**src/rtl/prog_mem_pkg.sv**
```systemverilog
// Shared types for the program memory / loader block.
package prog_mem_pkg;

    localparam int PROG_DEPTH  = 64;
    localparam int PROG_ADDR_W = 6;

    // Physical fetch address {mode[1:0], addr[3:0]} and 8-bit instruction word
    typedef logic [PROG_ADDR_W-1:0] addr_t;
    typedef logic [7:0]             data_t;

    // Loader sequencing: halted, receiving a program, CPU released
    typedef enum logic [1:0] {
        HALT = 2'd0,
        LOAD = 2'd1,
        RUN  = 2'd2
    } loader_state_t;

endpackage

```
**src/rtl/prog_mem_if.sv**
```systemverilog
// Bus between the program memory and its users: the CPU fetch port and the
// byte-stream loader.
//
// Loader handshake: a byte moves when load_valid && load_ready are both high
// at a rising clock edge. The loader raises load_valid with load_data and
// holds both unchanged until that edge; load_ready never depends on
// load_valid, so the loader may wait for it before asserting valid.
interface prog_mem_if;
    import prog_mem_pkg::*;

    addr_t       addr;        // CPU fetch address
    data_t       data;        // instruction word at addr (combinational)
    logic        load_start;  // one-cycle pulse: begin/restart a load
    logic        load_valid;  // loader byte valid
    logic [7:0]  load_data;   // loader byte
    logic        load_ready;  // byte accepted this cycle if valid
    logic        cpu_run;     // releases the CPU (its active-low reset)
    logic        load_done;   // one-cycle pulse after the final byte
    logic [7:0]  checksum;    // XOR of bytes accepted in current/last load

    modport master (
        output addr, load_start, load_valid, load_data,
        input  data, load_ready, cpu_run, load_done, checksum
    );

    modport slave (
        input  addr, load_start, load_valid, load_data,
        output data, load_ready, cpu_run, load_done, checksum
    );

endinterface

```
**src/rtl/prog_ram.sv**
```systemverilog
// Program storage: one synchronous write port, one asynchronous read port.
// Deliberately not reset so a program survives a reset of the loader.
module prog_ram
    import prog_mem_pkg::*;
#(
    parameter int ADDR_W = PROG_ADDR_W,
    parameter int DEPTH  = PROG_DEPTH
) (
    input  logic              clock,
    input  logic              we,
    input  logic [ADDR_W-1:0] waddr,
    input  data_t             wdata,
    input  logic [ADDR_W-1:0] raddr,
    output data_t             rdata
);

    data_t mem_q [DEPTH];

    // Write port: store the byte on the rising edge when enabled
    always_ff @(posedge clock) begin
        if (we) begin
            mem_q[waddr] <= wdata;
        end
    end

    // Read port is purely combinational so fetches see writes next cycle
    assign rdata = mem_q[raddr];

endmodule

```
**src/rtl/prog_mem.sv**
```systemverilog
// Program memory with a serial loader. Holds the CPU in reset (cpu_run=0)
// while a program is streamed in byte by byte, then releases it once the
// last word is written. The read port stays live in every state.
module prog_mem
    import prog_mem_pkg::*;
#(
    parameter int ADDR_W = PROG_ADDR_W,
    parameter int DEPTH  = PROG_DEPTH
) (
    input  logic          clock,
    input  logic          reset,
    prog_mem_if.slave     bus,
    output loader_state_t dbg_state
);

    localparam logic [ADDR_W-1:0] LAST_ADDR = ADDR_W'(DEPTH - 1);

    loader_state_t     state_q,     state_d;
    logic [ADDR_W-1:0] wptr_q,      wptr_d;
    logic [7:0]        csum_q,      csum_d;
    logic              cpu_run_q,   cpu_run_d;
    logic              load_done_q, load_done_d;
    logic              load_ready;
    logic              xfer;
    logic              ram_we;

    // A pending restart pulse blocks acceptance so the restart cycle never
    // writes a byte into the new load.
    assign load_ready = (state_q == LOAD) && !bus.load_start;
    assign xfer       = bus.load_valid && load_ready;
    // A cycle with reset asserted must not disturb memory
    assign ram_we     = xfer && !reset;

    // Next-state logic: sequencing, write pointer, running checksum
    always_comb begin
        state_d     = state_q;
        wptr_d      = wptr_q;
        csum_d      = csum_q;
        load_done_d = 1'b0;
        case (state_q)
            HALT: begin
                if (bus.load_start) begin
                    state_d = LOAD;
                    wptr_d  = '0;
                    csum_d  = '0;
                end
            end
            LOAD: begin
                if (bus.load_start) begin
                    // Restart: rewind, earlier words stay in the array
                    wptr_d = '0;
                    csum_d = '0;
                end else if (xfer) begin
                    csum_d = csum_q ^ bus.load_data;
                    if (wptr_q == LAST_ADDR) begin
                        state_d     = RUN;
                        wptr_d      = '0;
                        load_done_d = 1'b1;
                    end else begin
                        wptr_d = wptr_q + ADDR_W'(1);
                    end
                end
            end
            RUN: begin
                if (bus.load_start) begin
                    state_d = LOAD;
                    wptr_d  = '0;
                    csum_d  = '0;
                end
            end
            default: begin
                state_d = HALT;
                wptr_d  = '0;
                csum_d  = '0;
            end
        endcase
        // Registered so the CPU reset line is glitch-free and tracks state
        cpu_run_d = (state_d == RUN);
    end

    // State register with synchronous reset; reset wins over everything
    always_ff @(posedge clock) begin
        if (reset) begin
            state_q     <= HALT;
            wptr_q      <= '0;
            csum_q      <= '0;
            cpu_run_q   <= 1'b0;
            load_done_q <= 1'b0;
        end else begin
            state_q     <= state_d;
            wptr_q      <= wptr_d;
            csum_q      <= csum_d;
            cpu_run_q   <= cpu_run_d;
            load_done_q <= load_done_d;
        end
    end

    prog_ram #(
        .ADDR_W (ADDR_W),
        .DEPTH  (DEPTH)
    ) u_ram (
        .clock (clock),
        .we    (ram_we),
        .waddr (wptr_q),
        .wdata (bus.load_data),
        .raddr (ADDR_W'(bus.addr)),
        .rdata (bus.data)
    );

    assign bus.load_ready = load_ready;
    assign bus.cpu_run    = cpu_run_q;
    assign bus.load_done  = load_done_q;
    assign bus.checksum   = csum_q;
    assign dbg_state      = state_q;

endmodule

```
**src/flat_wrapper.sv**
```systemverilog
// flat-port wrapper written by rule: the top's interface ports become plain ports
module prog_mem_flat import prog_mem_pkg::*;
#(
    parameter int ADDR_W = PROG_ADDR_W,
    parameter int DEPTH  = PROG_DEPTH
)
  (clock, reset, dbg_state, bus_addr, bus_load_start, bus_load_valid, bus_load_data, bus_data, bus_load_ready, bus_cpu_run, bus_load_done, bus_checksum);
  prog_mem_if bus_i ();
  input  logic clock;
  input  logic reset;
  output loader_state_t dbg_state;
  input wire logic [$bits(bus_i.addr)-1:0] bus_addr;
  input wire logic [$bits(bus_i.load_start)-1:0] bus_load_start;
  input wire logic [$bits(bus_i.load_valid)-1:0] bus_load_valid;
  input wire logic [$bits(bus_i.load_data)-1:0] bus_load_data;
  output wire logic [$bits(bus_i.data)-1:0] bus_data;
  output wire logic [$bits(bus_i.load_ready)-1:0] bus_load_ready;
  output wire logic [$bits(bus_i.cpu_run)-1:0] bus_cpu_run;
  output wire logic [$bits(bus_i.load_done)-1:0] bus_load_done;
  output wire logic [$bits(bus_i.checksum)-1:0] bus_checksum;
  assign bus_i.addr = bus_addr;
  assign bus_i.load_start = bus_load_start;
  assign bus_i.load_valid = bus_load_valid;
  assign bus_i.load_data = bus_load_data;
  assign bus_data = bus_i.data;
  assign bus_load_ready = bus_i.load_ready;
  assign bus_cpu_run = bus_i.cpu_run;
  assign bus_load_done = bus_i.load_done;
  assign bus_checksum = bus_i.checksum;
  prog_mem #(.ADDR_W(ADDR_W), .DEPTH(DEPTH)) u_core (.clock(clock), .reset(reset), .bus(bus_i), .dbg_state(dbg_state));
endmodule
```
**config.mk**
```make
export PLATFORM = sky130hd
export DESIGN_NAME = prog_mem_flat
export DESIGN_NICKNAME = d
export VERILOG_FILES = /design/src/rtl/prog_mem_pkg.sv /design/src/rtl/prog_mem_if.sv /design/src/rtl/prog_ram.sv /design/src/rtl/prog_mem.sv /design/src/flat_wrapper.sv
export SDC_FILE = /design/constraint.sdc
export NUM_CORES = 1
export LEC_CHECK = 0
export CAP_MARGIN = 20
export CORE_UTILIZATION = 40
export CTS_CLUSTER_SIZE = 24
export DETAILED_ROUTE_END_ITERATION = 8
export PLACE_DENSITY = 0.6
export RECOVER_POWER = 100
export SLEW_MARGIN = 20
export SYNTH_ARGS = -nofsm -noshare
export SYNTH_HDL_FRONTEND = slang
export SYNTH_HIERARCHICAL = 1
export SYNTH_SLANG_ARGS = --single-unit
```
**constraint.sdc**
```tcl
create_clock -name clock -period 3.3 [get_ports clock]
set_input_delay 0.66 -clock clock [delete_from_list [all_inputs] [get_ports clock]]
set_output_delay 0.66 -clock clock [all_outputs]
set_load 0.01 [all_outputs]
```
==> impl_metrics.csv <==
group,metric,value,unit
yosys,yosys_warnings,6,
global_route,track_usage,19.1,%
worst_setup_path,path_class,"in -> out",
floorplan,initial_core_util,40.5,%
yosys,synth_top_cell_by_area,"edfxtp_1",
yosys,synth_commonest_cells,"512 x edfxtp_1, 126 x mux4_2, 97 x nor2_1",
yosys,synth_area_leaders,"edfxtp_1 74%, mux4_2 14%, nor2_1 1.8%",
drt,antenna_left,0,
cells_and_area,area_growth,19.3,%
yosys,synth_area_per_cell,20.5,sq um
floorplan,die_h,230,microns
worst_setup_path,cp-start-kind,"input pin",
worst_setup_path,required,2.64,ns
clock_network,cts_buffers,53,
yosys,synth_top_area_share,74.0,%
drt,wl,49700,microns
drt,avgViaCountPerCell,5.48,
power_and_ir_drop,powerDensity,556,nW/um^2
clock_network,clkSinkCount,530,
placed_design,globalplace.congestion,0.818,
cells_and_area,fill_cells,4244,
cells_and_area,diodes,0,
worst_setup_path,cp_cell_sequence,"clkbuf_16 -> buf_12 -> mux4_2 -> mux4_2 -> nor2_2 -> nor3_4 -> o2bb2ai_4 -> buf_6",
floorplan,die_area,52900,sq um
sta,slew_viol_final,104,
global_route,grt_first_pass_wirelength,73100,microns
power_and_ir_drop,leakage,7.81,nW
sta,fmax,305,MHz
sta,timing.hold.ws,0.468,ns
yosys,syn_inst,1016,
power_and_ir_drop,finalPower,13.8,mW
sta,setup_viol,0,
clock_network,clk_pin_slew,0.06,ns
worst_setup_path,cp_slowest_stage_delay,0.55,ns
status,failed_checks,"capacitance limit, slew limit",
cells_and_area,final_area,24800,sq um
sta,fin_ws,0.0168,ns
global_route,grt_pass1_vias,10944,
yosys,ys_ff_latch,530,
floorplan,die_x,230,microns
yosys,synth_nets,1035,
floorplan,row_count,83,
placed_design,io_buffers,38,
worst_setup_path,end_kind,"primary output",
sta,fin_crit_sh,99.5,%
drt,vias,10701,
placed_design,place_area,23000,sq um
drt,route.detailed.drc,0,
drt,drt_iter0_drc,1000,
clock_network,cts-htree-levels,2,
global_route,antenna_found_initial,0,
clock_network,cts_tree,"built",
yosys,synth_edf_count,512,
worst_setup_path,path_max_fanout,6,
clock_network,hold_buffers,0,
sta,rsz0062_at_grt,"no",
placed_design,place_ws,-0.610,ns
placed_design,dpl.hpwl,32000,microns
sta,maxSlewHeadroom,-26.4,%
yosys,synth_most_common_cell,"edfxtp_1",
hold_path,hold_class,"in -> reg",
sta,clock-skew-final,0.0153,ns
floorplan,num_io_pins,39,
sta,finalHoldViolCount,0,
yosys,synth.distinct_cells,52,
yosys,async_reset_ff_share,0,%
cells_and_area,drive_above_1_share,28.0,%
yosys,synth-seq-area-share,75.7,%
yosys,syn-cell-area,20800,sq um
sta,period_needed,3.28,ns
clock_network,worstSkewPairLatency,0.58,ns
cells_and_area,layout.nets,1250,
worst_setup_path,crit_slowest_cell,"mux4_2",
global_route,grt_start_max_net_pins,65,
worst_setup_path,path_common_cell,"mux4_2",
yosys,ys.flop_type,"edfxtp_1",
drt,drt-pass1-iter-count,5,
drt,wl_per_cell,25.5,microns
clock_network,clockBufferDepth,3,
sta,worstMarginPinSlew,1.90,ns
worst_setup_path,arrival,2.62,ns
floorplan,core,51300,sq um
global_route,grt_overflow,0,
clock_network,root_buffer,"clkbuf_16",
power_and_ir_drop,peakVddDrop,0.339,mV
status,outcome,"complete, but fails checks",
flow_run,drv_cap,3,
[per-layer routing]
metal / track usage (%) / part of all wire, %
met2: 31.5 / 49
met5: 0 / 0
met4: 6.06 / 2.7
met3: 2.67 / 5.4
met1: 26.2 / 43
[flip-flops by register name (all words and copies together) (netlist names)]
name	count
u_core/u_ram/mem_q	512
u_core/bus.checksum	8
u_core/wptr_q	6
u_core/dbg_state	2
u_core/bus.cpu_run	1
u_core/bus.load_done	1
[worst paths after layout]
kind	from	endpoint	slack (ns)	cells past startpoint
worst max-delay path	bus_addr[0]	bus_data[2]	0.02	8
worst max register to register	u_core/dbg_state[0]	u_core/u_ram/mem_q[40][0]	0.41	9
worst min register to register	u_core/bus.checksum[6]	u_core/bus.checksum[6]	0.52	2
worst min-delay path	bus_load_data[3]	u_core/bus.checksum[3]	0.47	4
[placed cells by master, fill, tap and decap left out, types with 4 or more instances in the layout]
master	n
mux4_2	126
buf_6	8
mux2_2	12
nand2b_1	9
mux2i_1	20
o221ai_1	8
a221oi_1	6
clkbuf_16	55
buf_4	53
a21oi_1	6
nor2b_1	13
xor2_1	10
nor2_2	4
nor2_4	4
edfxtp_1	512
or3_1	4
clkbuf_1	104
nand3_1	13
o2111ai_1	4
a211oi_1	4
nor2_1	89
buf_12	13
o22ai_1	6
buf_16	4
o21ai_0	12
nand2_2	4
buf_2	5
clkinv_1	17
dfxtp_1	18
nor3_4	4
dlygate4sd3_1	15
clkbuf_2	22
nand2_1	19
[power by group]
group	total (mW)	internal (mW)	switching (mW)
clock network	5.56	3.17	2.39
logic	0.834	0.367	0.467
registers	7.39	7.38	0.00598
total	13.8	10.9	2.86
[worst max-delay path, delay by kind of cell]
| kind | cells | cell delay (ns) |
|---|---|---|
| mux | 2 | 1.09 |
| buf+inv | 3 | 0.43 |
| simple gates | 2 | 0.26 |
| compound gates | 1 | 0.17 |
[cells by family (layout without fill, tap and decap cells)]
logic type,after synthesis,after routing,synth area share [%]
adder cells (fa/ha/maj),1,1,0.0602
buffers and inverters,54,309,1.58
AO/OA/AOI/OAI,77,77,2.72
multiplexers,162,162,15.5
flip-flops,530,530,75.7
XOR/XNOR,10,10,0.421
AND/OR/NAND/NOR,182,182,4.03
[stage by stage]
step           instances  TNS [ns]  utilization [%]
3_5_place_dp        1844     -4.04             44.8
3_3_place_gp        1844     -4.43             44.8
4_1_cts             1950   -0.0200             48.9
6_report            1951         0             48.3
5_1_grt             1951         0             48.3
2_1_floorplan       1016         0                -
[repair_timing]
item / in CTS / in global routing
endpoints found under the hold margin: 0 / 0
cloned: 5 / 0
resized for setup: 97 / 17
setup endpoints to repair: 8 / 5
pin swaps: 14 / 10
setup buffers: 12 / 4
[layout make-up]
cell class / count / area, sq um / area share [%]
multi-input cells: 432 / 5030 / 20.3
well taps: 680 / 851 / 3.43
clock buffers: 70 / 1390 / 5.61
flip-flops and latches: 530 / 15700 / 63.5
repair buffers: 214 / 1590 / 6.42
clock inverters: 25 / 184 / 0.742
Note: power is estimated with default switching activity, not from simulation.
